==> src/rtl/mfm_encoder.sv <==
// mfm_encoder: serialises bytes into a raw MFM write-pulse stream.
// Each data bit spans a clock window followed by a data window, each
// WINDOW_CLKS cycles long; pulses sit at the start of a window and last
// PULSE_CLKS cycles. A holding register plus a shift register allow
// back-to-back bytes with no gap.
// Optional feature macro: MFM_ENC_SYNC_EN (per-byte missing-clock mark on
// the clock window of data_in[2], turning 0xA1 into 0x4489).
module mfm_encoder #(
  parameter int WINDOW_CLKS = 5,
  parameter int PULSE_CLKS  = 5
) (
  input  logic       clk_50,
  input  logic       reset,
  input  logic [7:0] data_in,
  input  logic       data_valid,
  output logic       data_ready,
  input  logic       data_sync,
  output logic       raw_mfm,
  output logic       write_gate,
  output logic       busy
);

  localparam logic [1:0] IDLE     = 2'd0;
  localparam logic [1:0] CLK_WIN  = 2'd1;
  localparam logic [1:0] DATA_WIN = 2'd2;

  localparam logic [7:0] WIN_LAST  = 8'(WINDOW_CLKS - 1);
  localparam logic [7:0] PULSE_LIM = 8'(PULSE_CLKS);

  logic [1:0] state_q, state_d;
  logic [7:0] cnt_q, cnt_d;
  logic [2:0] bit_q, bit_d;
  logic [7:0] shift_q, shift_d;
  logic       prev_q, prev_d;
  logic [7:0] hold_q, hold_d;
  logic       holdFull_q, holdFull_d;
  logic       reload;
  logic       accept;
  logic       clkSuppress;
  logic       pulse_d;
  logic       rawMfm_d;

  assign accept = data_valid && data_ready;

`ifdef MFM_ENC_SYNC_EN
  logic holdSync_q, holdSync_d;
  logic shiftSync_q, shiftSync_d;

  // Carry the sync flag alongside its byte from holding to shift register
  always_comb begin
    holdSync_d  = holdSync_q;
    shiftSync_d = shiftSync_q;
    if (reload) shiftSync_d = holdSync_q;
    if (accept) holdSync_d = data_sync;
  end

  // Sync flag storage
  always_ff @(posedge clk_50 or posedge reset) begin
    if (reset) begin
      holdSync_q  <= 1'b0;
      shiftSync_q <= 1'b0;
    end else begin
      holdSync_q  <= holdSync_d;
      shiftSync_q <= shiftSync_d;
    end
  end

  assign clkSuppress = shiftSync_d && (bit_d == 3'd5);
`else
  logic unusedSync;
  assign unusedSync  = data_sync;
  assign clkSuppress = 1'b0;
`endif

  // Window sequencing, bit shifting and holding-register handshake
  always_comb begin
    state_d    = state_q;
    cnt_d      = cnt_q;
    bit_d      = bit_q;
    shift_d    = shift_q;
    prev_d     = prev_q;
    hold_d     = hold_q;
    holdFull_d = holdFull_q;
    reload     = 1'b0;
    case (state_q)
      IDLE: begin
        if (holdFull_q) begin
          reload  = 1'b1;
          state_d = CLK_WIN;
          cnt_d   = 8'd0;
          prev_d  = 1'b0;
        end
      end
      CLK_WIN: begin
        if (cnt_q == WIN_LAST) begin
          cnt_d   = 8'd0;
          state_d = DATA_WIN;
        end else begin
          cnt_d = cnt_q + 8'd1;
        end
      end
      DATA_WIN: begin
        if (cnt_q == WIN_LAST) begin
          cnt_d  = 8'd0;
          prev_d = shift_q[7];
          if (bit_q == 3'd7) begin
            if (holdFull_q) begin
              reload  = 1'b1;
              state_d = CLK_WIN;
            end else begin
              state_d = IDLE;
              prev_d  = 1'b0;
            end
          end else begin
            shift_d = {shift_q[6:0], 1'b0};
            bit_d   = bit_q + 3'd1;
            state_d = CLK_WIN;
          end
        end else begin
          cnt_d = cnt_q + 8'd1;
        end
      end
      default: begin
        state_d = IDLE;
        cnt_d   = 8'd0;
      end
    endcase
    if (reload) begin
      shift_d    = hold_q;
      bit_d      = 3'd0;
      holdFull_d = 1'b0;
    end
    if (accept) begin
      hold_d     = data_in;
      holdFull_d = 1'b1;
    end
  end

  // Pulse for the upcoming cycle, so raw_mfm lines up with write_gate
  always_comb begin
    pulse_d = 1'b0;
    case (state_d)
      CLK_WIN:  pulse_d = !prev_d && !shift_d[7] && !clkSuppress;
      DATA_WIN: pulse_d = shift_d[7];
      default:  pulse_d = 1'b0;
    endcase
    rawMfm_d = pulse_d && (cnt_d < PULSE_LIM);
  end

  // State, datapath and registered outputs; reset aborts everything at once
  always_ff @(posedge clk_50 or posedge reset) begin
    if (reset) begin
      state_q    <= IDLE;
      cnt_q      <= 8'd0;
      bit_q      <= 3'd0;
      shift_q    <= 8'd0;
      prev_q     <= 1'b0;
      hold_q     <= 8'd0;
      holdFull_q <= 1'b0;
      raw_mfm    <= 1'b0;
      write_gate <= 1'b0;
      busy       <= 1'b0;
      data_ready <= 1'b0;
    end else begin
      state_q    <= state_d;
      cnt_q      <= cnt_d;
      bit_q      <= bit_d;
      shift_q    <= shift_d;
      prev_q     <= prev_d;
      hold_q     <= hold_d;
      holdFull_q <= holdFull_d;
      raw_mfm    <= rawMfm_d;
      write_gate <= (state_d != IDLE);
      busy       <= (state_d != IDLE) || holdFull_d;
      data_ready <= !holdFull_d;
    end
  end

endmodule

==> config.mk <==
export PLATFORM = sky130hd
export DESIGN_NAME = mfm_encoder
export DESIGN_NICKNAME = d
export VERILOG_FILES = /design/src/rtl/mfm_encoder.sv
export SDC_FILE = /design/constraint.sdc
export NUM_CORES = 1
export LEC_CHECK = 0
export ABC_AREA = 1
export CAP_MARGIN = 0
export CORE_ASPECT_RATIO = 0.6
export CORE_MARGIN = 5
export CORE_UTILIZATION = 55
export CTS_CLUSTER_DIAMETER = 50
export DETAILED_ROUTE_END_ITERATION = 8
export PLACE_DENSITY = 0.76
export SLEW_MARGIN = 20
export SYNTH_ARGS = -nofsm -noshare
export SYNTH_HDL_FRONTEND = slang
export SYNTH_SLANG_ARGS = --single-unit
==> constraint.sdc <==
create_clock -name clk_50 -period 5.7 [get_ports clk_50]
set_clock_uncertainty 0.2 [all_clocks]
set_input_delay 1.14 -clock clk_50 [delete_from_list [all_inputs] [get_ports clk_50]]
set_output_delay 1.14 -clock clk_50 [all_outputs]
set_load 0.05 [all_outputs]
==> results_dict.tcl <==
set metrics [dict create \
    cts_hold_buf 0 \
    routed_wl_um 4018 \
    cts_made_buffers 5 \
    postSynthRegisterBits 35 \
    maxSlewHeadroom_pct 64.54 \
    ff2ff_path_depth 12 \
    post_drt_via_cell_ratio 5.099 \
    grt_pass1_vias 1419 \
    status "completed" \
    setup_viol 0 \
    synth_area_per_cell_um2 8.417 \
    cts_tree "built" \
    hold_violations 0 \
    drive_above_1_share_pct 12.11 \
    gp_congestion 0.8358 \
    peakVddDrop_mv 0.1958 \
    tightest_slew_ns 0.5283 \
    ys_types 31 \
    nets 278 \
    dieArea_um2 4988 \
    critical_path.top_delay_family "buffers and inverters" \
    wl_per_cell_um 13.26 \
    synthFlopType "dfrtp_1" \
    insertion_delay_ns 0.29 \
    final_antenna_net_count 0 \
    slowest_stage "clkdlybuf4s50_1" \
    dpl.hpwl_um 2885 \
    antenna_cells 0 \
    die-width_um 87.91 \
    total_power_uw 551.2 \
    netlist_instances 238 \
    synth-edff-count 0 \
    post-cts-setup-buffers 0 \
    cts.sinks 35 \
    ys_async_sr_fraction_pct 100.0 \
    reg2reg_slack_ns 3.13 \
    slew_violations 0 \
    hold_class "flop to flop" \
    die_h_um 56.75 \
    clock.fmax_mhz 358.6 \
    via_count 1545 \
    fin_crit_ns 2.789 \
    crit_fanout 2 \
    timing.rr.start "state_q[0]$_DFF_PP0_" \
    cp.depth 1 \
    synthToLayoutAreaGrowth_pct 14.30 \
    crit_required_ns 4.36 \
    tns_ns 0 \
    drcViolationCount 0 \
    io_pins 16 \
    cts_resized 0 \
    fin_crit_sh_pct 48.93 \
    seq_area_frac_synth_pct 43.72 \
    firstDrtPassIters 4 \
    synth_area_um2 2003 \
    drv_cap 0 \
    grt_overflow_total 0 \
    grt_start_max_net_pins 36 \
    start_util_pct 55.73 \
    r2r-end "raw_mfm$_DFF_PP0_" \
    nFillCells 297 \
    clockBufferDepth 2 \
    clock-root-buffer "clkbuf_8" \
    grt_setup_unrepaired "false" \
    path_class "flop to output port" \
    crit_buf_inv 1 \
    crit_arrival_ns 1.45 \
    drt-initial-drc-count 133 \
    antenna_found_initial 0 \
    syn_nets 261 \
    end_kind "output port" \
    critPathLaunchType "flop" \
    grt_usage_pct 18.27 \
    cp-endpoint "data_ready" \
    slowest_delay_ns 0.80 \
    p_leak_uw 0.001200 \
    grt_pass1_wl_um 6844 \
    cp_cell_sequence "clkdlybuf4s50_1" \
    io_buffers 14 \
    path_clk_slew_ns 0.08 \
    core_area_um2 3595 \
    rows 17 \
    crit_start "data_ready$_DFF_PP0_" \
    h-tree-depth 2 \
    powerDensity_nw_per_um2 240.7 \
    synth_warnings 0 \
]
-- cells in the final DEF (no fill, tap or decap) --
master            n
nand2_1          56
inv_1            38
dfrtp_1          35
nor2_1           24
nand3_1          19
clkdlybuf4s50_1  14
a21oi_1          12
ha_1             11
nand3_2           6
o21ai_0           5
clkbuf_8          5
xor2_1            3
nand3_4           2
inv_2             2
nand4_1           2
mux2_2            2
o221ai_2          2
o211ai_2          2
nand2_2           1
nor2_8            1
nand2_4           1
inv_4             1
o311ai_2          1
nor3_1            1
a311oi_1          1
o211ai_1          1
a31oi_1           1
o21bai_1          1
nand3b_1          1
o21ai_2           1
bufinv_16         1
inv_6             1
clkinv_4          1
buf_4             1
-- cell type report --
type                            instances  area [um2]  share of cell area (%)
Multi-Input combinational cell        157       934.6                   40.82
Timing Repair Buffer                   15       147.6                   6.448
Clock inverter                          3       47.55                   2.076
Tap cell                               47       58.81                   2.568
Inverter                               41       156.4                   6.831
Sequential cell                        35       875.8                   38.25
Clock buffer                            5       68.82                   3.005
-- layer usage --
metal  GRT usage, %  vias to the layer above  part of all wire, %
met5              0                        -                    0
met4          6.565                        0                 0.90
met3          4.839                        2                  5.2
met2          22.21                       38                   40
met1          29.76                      716                   54
li1               -                      789                    -
-- synthesized netlist by cell type, types with 3 or more instances --
cell / instances / area share [%]
a21oi_1: 12 / 3.0
dfrtp_1: 35 / 44
ha_1: 11 / 6.9
inv_1: 38 / 7.1
nand2_1: 56 / 10
nand3_1: 19 / 4.7
nand3_2: 6 / 3.0
nor2_1: 24 / 4.5
o21ai_0: 5 / 1.2
xor2_1: 3 / 1.3
-- sequential cells by signal, indices dropped and copies added, names as in the netlist --
signal and cells:
cnt_q 8, hold_q 8, shift_q 8, bit_q 3, state_q 2, busy 1, data_ready 1, holdFull_q 1
prev_q 1, raw_mfm 1, write_gate 1
-- report_power, final --
part | switching (uW) | internal, uW | total [uW]
logic | 26.4 | 18.2 | 44.5
clock network | 97.6 | 133 | 230
registers | 8.37 | 268 | 277
total | 132 | 419 | 551
-- how the worst min path moves through the flow --
stage,from,endpoint,slack [ns],depth (start not counted)
6_report,shift_q[4]$_DFFE_PP0P_,shift_q[5]$_DFFE_PP0P_,0.32,2
5_1_grt,hold_q[7]$_DFFE_PP0P_,shift_q[7]$_DFF_PP0_,0.34,2
4_1_cts,shift_q[4]$_DFFE_PP0P_,shift_q[5]$_DFFE_PP0P_,0.32,2
3_5_place_dp,shift_q[4]$_DFFE_PP0P_,shift_q[5]$_DFFE_PP0P_,0.30,2
3_3_place_gp,hold_q[4]$_DFFE_PP0P_,shift_q[4]$_DFFE_PP0P_,0.28,2
2_1_floorplan,hold_q[5]$_DFFE_PP0P_,shift_q[5]$_DFFE_PP0P_,0.26,2
-- per-stage QoR --
stage | utilization, % | hold slack (ns) | instances | cell area [um2] | worst slack (ns)
floorplan | - | 0.2598 | 238 | 2003 | 3.573
global placement | 60.46 | 0.2829 | 295 | 2173 | 3.074
detailed placement | 60.46 | 0.2976 | 295 | 2173 | 3.073
CTS | 63.70 | 0.3161 | 303 | 2290 | 2.896
global route | 63.70 | 0.3395 | 303 | 2290 | 2.855
finish | 63.70 | 0.3158 | 303 | 2290 | 2.911
-- cells by family (layout without fill, tap and decap cells) --
kind of cell	count (synthesis)	in the layout	share of synthesized area, %
AOI/OAI and AO/OA	27	27	9.745
xor gates and xnor gates	3	3	1.312
adders and majority gates	11	11	6.871
buffers and inverters	46	64	9.619
DFF	35	35	43.72
muxes	2	2	1.124
and+or+nand+nor	114	114	27.61
No activity file was read; power rests on OpenSTA's default activity.
